--- config.mk ---
export PLATFORM = sky130hd
export DESIGN_NAME = hack_boot_loader_flat
export DESIGN_NICKNAME = d
export VERILOG_FILES = /design/src/rtl/hack_boot_loader_if.sv /design/src/rtl/hack_boot_loader.sv /design/src/flat_wrapper.sv
export SDC_FILE = /design/constraint.sdc
export NUM_CORES = 1
export LEC_CHECK = 0
export ABC_AREA = 1
export CAP_MARGIN = 40
export CORE_ASPECT_RATIO = 1.4
export CORE_MARGIN = 1.5
export CORE_UTILIZATION = 49
export CTS_CLUSTER_DIAMETER = 80
export CTS_CLUSTER_SIZE = 30
export DETAILED_ROUTE_END_ITERATION = 8
export GPL_TIMING_DRIVEN = 0
export PLACE_DENSITY = 0.76
export SYNTH_ARGS = -nofsm -noshare
export SYNTH_HDL_FRONTEND = slang
export SYNTH_SLANG_ARGS = --single-unit
export TNS_END_PERCENT = 10
--- constraint.sdc ---
create_clock -name clk -period 4 [get_ports clk]
set_input_delay 0.8 -clock clk [delete_from_list [all_inputs] [get_ports clk]]
set_output_delay 0.8 -clock clk [all_outputs]
set_load 0.005 [all_outputs]
--- src/rtl/hack_boot_loader_if.sv ---
// Stream and instruction-ROM write bus between an image source and the Hack boot loader.
interface hack_boot_loader_if #(
  parameter int ADDR_W = 15,
  parameter int DATA_W = 16
);
  logic              in_valid;
  logic [DATA_W-1:0] in_data;
  logic              in_ready;
  logic              rom_we;
  logic [ADDR_W-1:0] rom_addr;
  logic [DATA_W-1:0] rom_wdata;

  modport master (
    output in_valid, in_data,
    input  in_ready, rom_we, rom_addr, rom_wdata
  );

  modport slave (
    input  in_valid, in_data,
    output in_ready, rom_we, rom_addr, rom_wdata
  );
endinterface

--- src/rtl/hack_boot_loader.sv ---
// Boot sequencer for the Hack CPU: streams a length-prefixed image into instruction ROM,
// verifies its additive checksum and only then releases the CPU reset.
module hack_boot_loader #(
  parameter int ADDR_W   = 15,
  parameter int DATA_W   = 16,
  parameter int HOLD_CYC = 4
) (
  input  logic              clk,
  input  logic              rst_n,
  input  logic              start,
  hack_boot_loader_if.slave bus,
  output logic              cpu_reset,
  output logic              busy,
  output logic              done,
  output logic              error
);

  localparam int          CNT_W  = ADDR_W + 1;
  localparam int          HOLD_W = (HOLD_CYC > 1) ? $clog2(HOLD_CYC) : 1;
  localparam int unsigned MAX_N  = 2 ** ADDR_W;

  typedef enum logic [2:0] {
    IDLE,
    LEN,
    LOAD,
    CHECK,
    HOLD,
    RUN,
    ERROR
  } state_t;

  state_t            state_q, state_d;
  logic [CNT_W-1:0]  count_q;
  logic [CNT_W-1:0]  n_last_q;
  logic [DATA_W-1:0] sum_q;
  logic [HOLD_W-1:0] hold_q;
  logic              cpu_reset_q;

  logic              accepting;
  logic              beat;
  logic              len_bad;
  logic              load_last;
  logic              hold_last;
  logic [31:0]       len_wide;

  assign accepting = (state_q == LEN) || (state_q == LOAD) || (state_q == CHECK);
  assign beat      = bus.in_valid && accepting;
  assign len_wide  = 32'(bus.in_data);
  // N must address at least one word and no more than the full ROM.
  assign len_bad   = (len_wide == 32'd0) || (len_wide > MAX_N);
  assign load_last = (count_q == n_last_q);
  assign hold_last = (hold_q == HOLD_W'(HOLD_CYC - 1));

  assign bus.in_ready  = accepting;
  assign bus.rom_we    = (state_q == LOAD) && beat;
  assign bus.rom_addr  = count_q[ADDR_W-1:0];
  assign bus.rom_wdata = bus.in_data;

  assign cpu_reset = cpu_reset_q;
  assign busy      = (state_q == LEN) || (state_q == LOAD) ||
                     (state_q == CHECK) || (state_q == HOLD);
  assign done      = (state_q == RUN);
  assign error     = (state_q == ERROR);

  always_comb begin
    state_d = state_q;
    case (state_q)
      IDLE:  if (start) state_d = LEN;
      LEN:   if (beat) state_d = len_bad ? ERROR : LOAD;
      LOAD:  if (beat && load_last) state_d = CHECK;
      CHECK: if (beat) state_d = (bus.in_data == sum_q) ? HOLD : ERROR;
      HOLD:  if (hold_last) state_d = RUN;
      RUN:   if (start) state_d = LEN;
      ERROR: if (start) state_d = LEN;
      default: state_d = IDLE;
    endcase
  end

  // cpu_reset is registered from the next state so it drops exactly on entry to RUN.
  always_ff @(posedge clk or negedge rst_n) begin
    if (!rst_n) begin
      state_q     <= IDLE;
      cpu_reset_q <= 1'b1;
    end else begin
      state_q     <= state_d;
      cpu_reset_q <= (state_d != RUN);
    end
  end

  always_ff @(posedge clk or negedge rst_n) begin
    if (!rst_n) begin
      count_q  <= '0;
      n_last_q <= '0;
      sum_q    <= '0;
      hold_q   <= '0;
    end else begin
      case (state_q)
        LEN: begin
          if (beat && !len_bad) begin
            n_last_q <= CNT_W'(bus.in_data) - CNT_W'(1);
            count_q  <= '0;
            sum_q    <= '0;
          end
        end
        LOAD: begin
          if (beat) begin
            count_q <= count_q + CNT_W'(1);
            sum_q   <= sum_q + bus.in_data;
          end
        end
        CHECK: begin
          if (beat) hold_q <= '0;
        end
        HOLD: begin
          if (!hold_last) hold_q <= hold_q + HOLD_W'(1);
        end
        default: begin
        end
      endcase
    end
  end

endmodule

--- src/flat_wrapper.sv ---
// flat-port wrapper written by rule: the top's interface ports become plain ports
module hack_boot_loader_flat 
#(
  parameter int ADDR_W   = 15,
  parameter int DATA_W   = 16,
  parameter int HOLD_CYC = 4
)
  (clk, rst_n, start, cpu_reset, busy, done, error, bus_in_valid, bus_in_data, bus_in_ready, bus_rom_we, bus_rom_addr, bus_rom_wdata);
  hack_boot_loader_if #(.ADDR_W(ADDR_W), .DATA_W(DATA_W)) bus_i ();
  input  logic clk;
  input  logic rst_n;
  input  logic start;
  output logic cpu_reset;
  output logic busy;
  output logic done;
  output logic error;
  input wire logic [$bits(bus_i.in_valid)-1:0] bus_in_valid;
  input wire logic [$bits(bus_i.in_data)-1:0] bus_in_data;
  output wire logic [$bits(bus_i.in_ready)-1:0] bus_in_ready;
  output wire logic [$bits(bus_i.rom_we)-1:0] bus_rom_we;
  output wire logic [$bits(bus_i.rom_addr)-1:0] bus_rom_addr;
  output wire logic [$bits(bus_i.rom_wdata)-1:0] bus_rom_wdata;
  assign bus_i.in_valid = bus_in_valid;
  assign bus_i.in_data = bus_in_data;
  assign bus_in_ready = bus_i.in_ready;
  assign bus_rom_we = bus_i.rom_we;
  assign bus_rom_addr = bus_i.rom_addr;
  assign bus_rom_wdata = bus_i.rom_wdata;
  hack_boot_loader #(.ADDR_W(ADDR_W), .DATA_W(DATA_W), .HOLD_CYC(HOLD_CYC)) u_core (.clk(clk), .rst_n(rst_n), .start(start), .bus(bus_i), .cpu_reset(cpu_reset), .busy(busy), .done(done), .error(error));
endmodule
==> summary.txt, run 1 <==
Outcome
  – Status: finished clean

Timing
  – Setup repair after global routing missed its margin: no
  – Number of setup violations in the final report: 0
  – Worst Max-Slew Pin Slew: 620 ps
  – Headroom to the max-slew limit: 58.7%
  – Minimum clock period after layout: 3630 ps
  – Post-Route Setup TNS: 0 ps
  – Achievable frequency: 276 MHz
  – Final Slew Violations: 0
  – Number of hold-slack violations in the final timing report: 0
  – Clock Skews: 5.89 ps
  – Final worst path period share: 90.7%

Placement
  – Global placement routability congestion: 0.928
  – Number of port buffers: 56
  – DP Wirelength: 8950 um
  – Post-placement cell count: 795

Floorplanning
  – Chip width: 82.5 um
  – Initial standard-cell utilization of the core: 50.4%
  – Area of the core: 8610 um^2
  – Total die area: 9440 um^2
  – Die Y: 114 um
  – Number of top-level pins: 57
  – Row cnt: 40

Critical path
  – Worst R2R Setup Slack: 2000 ps
  – Crit end category: output pin
  – Type of the worst setup path: input pin to output pin
  – Maximum fanout along the worst path: 10
  – Critical path required time: 3200 ps
  – Critical path launch point type: input pin
  – Data arrival time of the critical path: 2830 ps

GRT
  – Number of antenna violations at the first check in global routing: 0
  – Combined global-route utilization of all metal layers: 25.4%
  – Maximum number of pins on one net before global-route repair: 36
  – Number of global-route vias before repair: 3983
  – Wire length of the first global-routing pass: 18300 um
  – GR Overflow Total: 0

Clock tree
  – Clock latency of the later-clocked register in the worst-skew pair: 300 ps
  – Clock tree from TritonCTS: yes
  – Count of clock tree sinks: 54
  – Maximum number of buffers from clock root to sink: 2
  – Root Driver: clkbuf_16
  – Clock transition at path regs: 70 ps
  – Number of buffers inserted by hold repair at cts: 0
  – CTS H-tree lvls: 2
  – Number of clock buffers inserted by TritonCTS: 5
  – # resized after CTS: 0
  – Setup Fix Bufs, Post-CTS: 0

Min path
  – Hold Path Class: input pin to async pin

Routing
  – Number of detailed-routing iterations run before antenna repair: 4
  – Final WL: 11200 um
  – DR vias/cell: 5.04
  – Post-detailed-route DRC marker count: 0
  – Routed wire length per instance: 14.0 um
  – Antenna viol nets, final: 0
  – Vias post-DR: 4049
  – Drt initial violations: 151

Synthesis
  – Number of unique standard cell types used by synthesis: 34
  – Netlist area before placement: 4340 um^2
  – Proportion of synthesized flip-flops having asynchronous set or reset: 100%
  – Post-synthesis area per instance: 6.86 um^2
  – Commonest cells post-synth: nand2_1, inv_1, nor2_1, nand3_1, dfrtp_1
  – Synth Warn #: 0
  – Post-synth top area share: 30.6%
  – Main area contributors after synthesis: dfrtp_1, nand2_1, inv_1, nand3_1, buf_4
  – Share of synthesized area occupied by flip-flops and latches: 31.2%
  – Leading register cell type out of synthesis: dfrtp_1
  – Dominant cell type by area after synthesis: dfrtp_1
  – #FFs+latches synth: 54
  – Number of enable flip-flop cells after synthesis: 0
  – Count leader, synth: nand2_1
  – Number of instances in the synthesized netlist: 633
  – Net Count, Synth: 672

Pwr
  – Maximum ir drop on the vdd rail: 275 uV
  – Standby leakage power: 2.73 nW
  – Pwr/cell area: 559 nW/um^2
  – Total design power: 2.90 mW

Flow run
  – Number of maximum-capacitance constraint violations: 0

Final layout
  – Area Overhead vs Synth: 19.7%
  – Proportion of layout cells with a drive suffix above 1: 11.2%
  – Non-filler instance count after layout: 803
  – Finished Core Util: 60.4%
  – Filler instances: 829
  – Diode insertion count for antenna repair: 0
  – Count of nets after finishing: 736
[final cells by class]
cell class                      instances  area [um^2]  area share, %
Buffer                                 43          315           6.07
Clock buffer                            5          125           2.41
Clock inverter                          3         25.0          0.481
Inverter                               80          300           5.78
Multi-Input combinational cell        456         2370           45.6
Sequential cell                        54         1350           26.0
Tap cell                              105          131           2.53
Timing Repair Buffer                   57          576           11.1
[cell usage in the layout (no fill, tap or decap), drive strengths merged]
cell type | synthesis | layout
clkinv | 0 | 1
or2 | 1 | 1
dfstp | 1 | 1
fa | 1 | 1
o31ai | 1 | 1
nor3 | 9 | 9
dfrtp | 53 | 53
clkinvlp | 0 | 1
o21a | 1 | 1
nand2 | 204 | 204
xor2 | 21 | 21
clkbuf | 2 | 7
xnor2 | 12 | 12
and2 | 1 | 1
ha | 18 | 18
nand3b | 5 | 5
a21oi | 13 | 13
o21ai | 22 | 22
nor4 | 1 | 1
nand3 | 69 | 69
clkdlybuf4s50 | 0 | 55
o211ai | 1 | 1
nand4 | 12 | 12
nor2 | 62 | 62
inv | 80 | 81
a21o | 1 | 1
o22ai | 1 | 1
buf | 41 | 43
[state kept, by name, summed over array words and instances, names as in the netlist]
register and count:
u_core.sum_q 16, u_core.hold_q 2, u_core.count_q 16, u_core.n_last_q 16, u_core.cpu_reset 1, u_core.state_q 3
[cells by family (layout without fill, tap and decap cells)]
family | count (synthesis) | after routing | share of synthesized area [%]
adders and majority gates | 19 | 19 | 5.65
xor gates and xnor gates | 33 | 33 | 6.66
DFF | 54 | 54 | 31.2
buffers and inverters | 123 | 188 | 14.2
AOI/OAI and AO/OA | 40 | 40 | 4.87
and+or+nand+nor | 364 | 364 | 37.5
[per-layer routing]
layer  vias up  GRT usage, %  part of all wire, %
met5         -             0                    0
met4         0          8.00                  2.8
met3        17          3.35                  3.2
met2        69          49.2                   54
met1      1865          27.4                   40
li1       2098             -                    -
[worst max-delay path: stages]
cell and delay [ps]:
clkdlybuf4s50_1 520, nand4_1 240, inv_1 190, clkbuf_1 460
clkdlybuf4s50_1 610
[worst paths after layout]
kind	startpoint	endpoint	depth (start not counted)
max in group asynchronous	rst_n	u_core.n_last_q[15]	2
hold / removal	rst_n	u_core.sum_q[1]	1
setup reg to reg	u_core.sum_q[0]	u_core.sum_q[14]	10
min in group clk	u_core.hold_q[1]	u_core.hold_q[1]	2
setup / recovery	bus_in_valid	bus_rom_we	5
hold reg to reg	u_core.hold_q[1]	u_core.hold_q[1]	2
[through the flow]
stage	setup WS, ps	hold slack, ps	instance area [um^2]
2_1_floorplan	1870	453	4340
3_3_place_gp	347	468	5030
3_5_place_dp	378	477	5050
4_1_cts	374	496	5200
5_1_grt	284	519	5200
6_report	372	485	5200
[where the power goes]
part,internal (mW),total [mW],switching (mW)
Clock,0.236,0.456,0.219
Sequential,0.750,0.925,0.175
Combinational,0.635,1.52,0.889
Total,1.62,2.90,1.28
No activity file was read; power rests on OpenSTA's default activity.
==> run 2: changes to the inputs <==
--- a/config.mk
+++ b/config.mk
@@ -8,7 +8,6 @@
 export ABC_AREA = 1
 export CAP_MARGIN = 40
 export CORE_ASPECT_RATIO = 1.4
-export CORE_MARGIN = 1.5
 export CORE_UTILIZATION = 49
 export CTS_CLUSTER_DIAMETER = 80
 export CTS_CLUSTER_SIZE = 30
==> summary.txt, run 2 (synthesized netlist as in run 1, its figures left out) <==
Outcome
  – Status: finished clean

Timing
  – Number of setup violations in the final report: 0 (unchanged)
  – Minimum clock period after layout: 3680 ps (+48.0 ps)
  – Headroom to the max-slew limit: 58.3% (-0.41 points)
  – Clock Skews: 4.68 ps (-1.21 ps)
  – Worst Max-Slew Pin Slew: 626 ps (+6.20 ps)
  – Final Slew Violations: 0 (unchanged)
  – Final worst path period share: 91.9% (+1.2 points)
  – Setup repair after global routing missed its margin: no
  – Post-Route Setup TNS: 0 ps (unchanged)
  – Achievable frequency: 272 MHz (-1.3%)
  – Number of hold-slack violations in the final timing report: 0 (unchanged)

GRT
  – Met2 track utilization from global routing: 46.3% (-2.8 points)
  – Busiest metal layer after global routing: met2
  – Combined global-route utilization of all metal layers: 25.7% (+0.31 points)
  – GR Overflow Total: 0 (unchanged)
  – Grt met3 use: 3.23% (-0.12 points)
  – Maximum number of pins on one net before global-route repair: 38 (+5.6%)
  – Number of global-route vias before repair: 4029 (+1.2%)
  – Number of antenna violations at the first check in global routing: 0 (unchanged)
  – Wire length of the first global-routing pass: 18100 um (-1.2%)
  – Global-route met1 utilization: 27.7% (+0.33 points)

Clock tree
  – # resized after CTS: 0 (unchanged)
  – Clock tree from TritonCTS: yes
  – Clock transition at path regs: 70 ps (about the same)
  – Root Driver: clkbuf_16
  – CTS H-tree lvls: 2 (unchanged)
  – Number of clock buffers inserted by TritonCTS: 5 (unchanged)
  – Setup Fix Bufs, Post-CTS: 0 (unchanged)
  – Number of buffers inserted by hold repair at cts: 0 (unchanged)
  – Count of clock tree sinks: 54 (unchanged)
  – Maximum number of buffers from clock root to sink: 2 (unchanged)
  – Clock latency of the later-clocked register in the worst-skew pair: 300 ps (about the same)

Final layout
  – Diode insertion count for antenna repair: 0 (unchanged)
  – Filler instances: 825 (-0.48%)
  – Area Overhead vs Synth: 19.8% (about the same)
  – Count of nets after finishing: 736 (unchanged)
  – Layout Cell Area excl Fill: 5200 um^2 (about the same)
  – Most common cell after layout, fill and taps aside: nand2_1
  – Proportion of layout cells with a drive suffix above 1: 11.2% (unchanged)
  – Largest registers ranked by flip-flop count: u_core.count_q: 16 flops, u_core.n_last_q: 16 flops, u_core.sum_q: 16 flops
  – Top library cells by usage in the layout, fill and taps aside: nand2_1, inv_1, nor2_1, nand3_1, clkdlybuf4s50_1

Critical path
  – Type of the worst setup path: input pin to output pin
  – Crit end category: output pin
  – Depth of the most critical reg-to-reg path: 7 (-3)
  – Worst R2R End: u_core.count_q[3]
  – Maximum fanout along the worst path: 10 (unchanged)
  – Worst R2R Setup Slack: 2000 ps (about the same)
  – Critical path launch point type: input pin
  – Startpoint of the worst-slack reg-to-reg timing path: u_core.state_q[2]
  – Data arrival time of the critical path: 2880 ps (+50 ps)
  – Critical path required time: 3200 ps (about the same)

Flow run
  – Number of maximum-capacitance constraint violations: 0 (unchanged)

Floorplanning
  – Number of top-level pins: 57 (unchanged)
  – Die Y: 113 um (-0.87%)
  – Total die area: 9240 um^2 (-2.1%)
  – Area of the core: 8610 um^2 (unchanged)
  – Initial standard-cell utilization of the core: 50.4% (unchanged)
  – Chip width: 81.5 um (-1.2%)
  – Row cnt: 40 (unchanged)

Placement
  – Number of port buffers: 56 (unchanged)
  – Post-Place Cell Area: 5050 um^2 (unchanged)
  – Global placement routability congestion: 0.895 (-3.6%)
  – DP Wirelength: 8720 um (-2.5%)

Routing
  – DR vias/cell: 5.12 (+1.5%)
  – Routed wire length per instance: 13.8 um (-1.1%)
  – Vias post-DR: 4111 (+1.5%)
  – Antenna viol nets, final: 0 (unchanged)
  – Post-detailed-route DRC marker count: 0 (unchanged)
  – Final WL: 11100 um (-1.1%)
  – Number of detailed-routing iterations run before antenna repair: 4 (unchanged)
  – Drt initial violations: 232 (+54%)

Pwr
  – Standby leakage power: 2.73 nW (about the same)
  – Maximum ir drop on the vdd rail: 269 uV (-2.2%)
  – Pwr/cell area: 561 nW/um^2 (+0.35%)

Min path
  – Hold Path Class: input pin to async pin
run 2: cell types whose count changed in the layout (fill, tap and decap cells not counted):
cell	previous run	this run
clkbuf_8	0	1
clkinv_2	0	1
clkinv_4	1	0
inv_6	1	0
run 2: stage by stage:
stage                     std cells  setup slack [ps]  util, %  power (mW)  hold slack [ps]
after floorplan                 633              1870        -        1.99              453
after global placement          794               321     58.5        2.40              470
after detailed placement        795               355     58.6        2.44              487
after CTS                       803               326     60.4        2.92              467
after global routing            803               217     60.4        3.17              486
final                           803               324     60.4        2.91              455
run 2: critical path: stages:
cell and delay [ps]:
clkdlybuf4s50_1 530, nand4_1 260, inv_1 200, clkbuf_1 470, clkdlybuf4s50_1 610
run 2: worst max path at each step:
stage                         startpoint          endpoint  slack, ps
after global placement             rst_n   u_core.sum_q[1]        320
after global routing        bus_in_valid        bus_rom_we        220
after floorplan           bus_in_data[0]  u_core.sum_q[14]       1870
after detailed placement    bus_in_valid        bus_rom_we        350
after CTS                   bus_in_valid        bus_rom_we        330
final                       bus_in_valid        bus_rom_we        320
run 2: final cells by class:
type / instances / area (um^2) / share of cell area (%)
clock buffer: 6 / 139 / 2.67
inverter: 80 / 300 / 5.78
sequential: 54 / 1350 / 26.0
clock inverter: 2 / 12.5 / 0.241
multi-input combinational: 456 / 2370 / 45.6
tap: 105 / 131 / 2.53
buffer: 43 / 315 / 6.06
timing repair buffer: 57 / 576 / 11.1
run 2: where the power goes:
group / total, mW / internal [mW] / switching, mW
clock network: 0.467 / 0.249 / 0.218
logic: 1.52 / 0.635 / 0.886
registers: 0.927 / 0.750 / 0.177
run 2: routing by layer:
layer	up-vias	wire, um
met1	1881	4360
met5	-	0
li1	2092	-
met4	0	455
met3	31	441
met2	107	5860
==> RTL change (settings of run 2) <==
Encoding of `state_t`: now one-hot (7 bits for 7 states).
--- a/src/rtl/hack_boot_loader.sv
+++ b/src/rtl/hack_boot_loader.sv
@@ -20,12 +20,12 @@
   localparam int unsigned MAX_N  = 2 ** ADDR_W;
 
-  typedef enum logic [2:0] {
-    IDLE,
-    LEN,
-    LOAD,
-    CHECK,
-    HOLD,
-    RUN,
-    ERROR
+  typedef enum logic [6:0] {
+    IDLE  = 7'b0000001,
+    LEN   = 7'b0000010,
+    LOAD  = 7'b0000100,
+    CHECK = 7'b0001000,
+    HOLD  = 7'b0010000,
+    RUN   = 7'b0100000,
+    ERROR = 7'b1000000
   } state_t;
 
Behaviour: same outputs for any inputs over 4 cycles, from zero or initial values and one cycle with rst_n low; so few cycles prove little.
==> RTL change against run 2 <==
- worst hold slack better by 0.024 ns
- register-to-register slack worse by 0.05 ns
- area after synthesis is 3.6% higher
- sequential share of layout area is 0.12 points higher
- wire length is 3.6% higher
- critical path depth stayed put
- sequential cell count is 4 higher
- worst setup slack better by 0.057 ns
- cell area is 7.0% higher
- global-route usage is 0.11 points lower
- total power is 17% lower
- largest cell class unchanged
- largest power group is now the clock network
==> RTL change: results <==
[global_routing]
grt_pass1_wl_um = 19400
grt_use_met1_pct = 27.7
grt.total_usage_pct = 25.6
use_met2_pct = 47.7
grt_max_degree = 32
gr-usage-met3_pct = 3.66
grt_pass1_vias = 4319

[status]
status = "complete, no violations"

[yosys]
synthAdderAreaFrac_pct = 5.45
synth_compound_gate_area_share_pct = 6.34
yosysSeqAreaShare_pct = 32.3
ys_types = 37
synthTopCellsByCount = "nand2_1 (210), nor2_1 (66), nand3_1 (63), inv_1 (60), dfrtp_1 (56)"
synthXorXnorAreaFrac_pct = 6.82
ys_top_cells_by_area = "dfrtp_1 (31%), nand2_1 (18%), nand3_1 (7.0%)"

[cells_and_area]
final_nets = 764
fillers = 812

[sta]
slew-limit-headroom_pct = 54.4
hold_slack_ns = 0.479
fin_ws_ns = 0.382
skew_ns = 0.00810

[setup_path]
max_stage_delay_ns = 0.55
r2r_start = "u_core.state_q[1]"
critPathArrivalTime_ns = 2.82
r2r-end = "u_core.count_q[13]"
r2r_slack_ns = 1.95

[drt]
wire_per_inst_um = 13.8
drt_iter0_markers = 193
wl_met2_um = 6160
wl_met1_um = 4510
viasPerCell = 5.26
vias = 4401

[pwr]
leakagePower_nw = 2.83

[placed_design]
dp.cells = 821
post-place-ws_ns = 0.410

[clocking]
cts_buffers = 9
clk-insertion-delay-late_ns = 0.33
## RTL change: cell count changes after synthesis, sizes merged, moves of 5 or more
cell,delta
nand2,+14
inv,-16
nand3,-5
xnor2,+7
nand4,-5
xor2,-5
nor2,+8
o21ai,+6
nor3,+13
## RTL change: worst min-delay path, delay by kind of cell (launching register included)
kind / cells / cell delay [ns]
flops: 1 / 0.34
simple gates: 2 / 0.10
## RTL change: final cells by class
cell class	count	area [um^2]	area share, %
plain buffers	42	305	5.49
clock buffers	12	256	4.61
clock inverters	4	97.6	1.75
inverters	64	240	4.32
multi-input cells	493	2500	44.9
flip-flops and latches	58	1450	26.1
well taps	107	134	2.41
repair buffers	57	576	10.3
## RTL change: power by group
| part | switching [mW] | internal (mW) | leakage, nW |
|---|---|---|---|
| Sequential | 0.0610 | 0.677 | 0.774 |
| Combinational | 0.469 | 0.294 | 1.89 |
| Clock | 0.273 | 0.642 | 0.169 |
| Total | 0.803 | 1.61 | 2.83 |
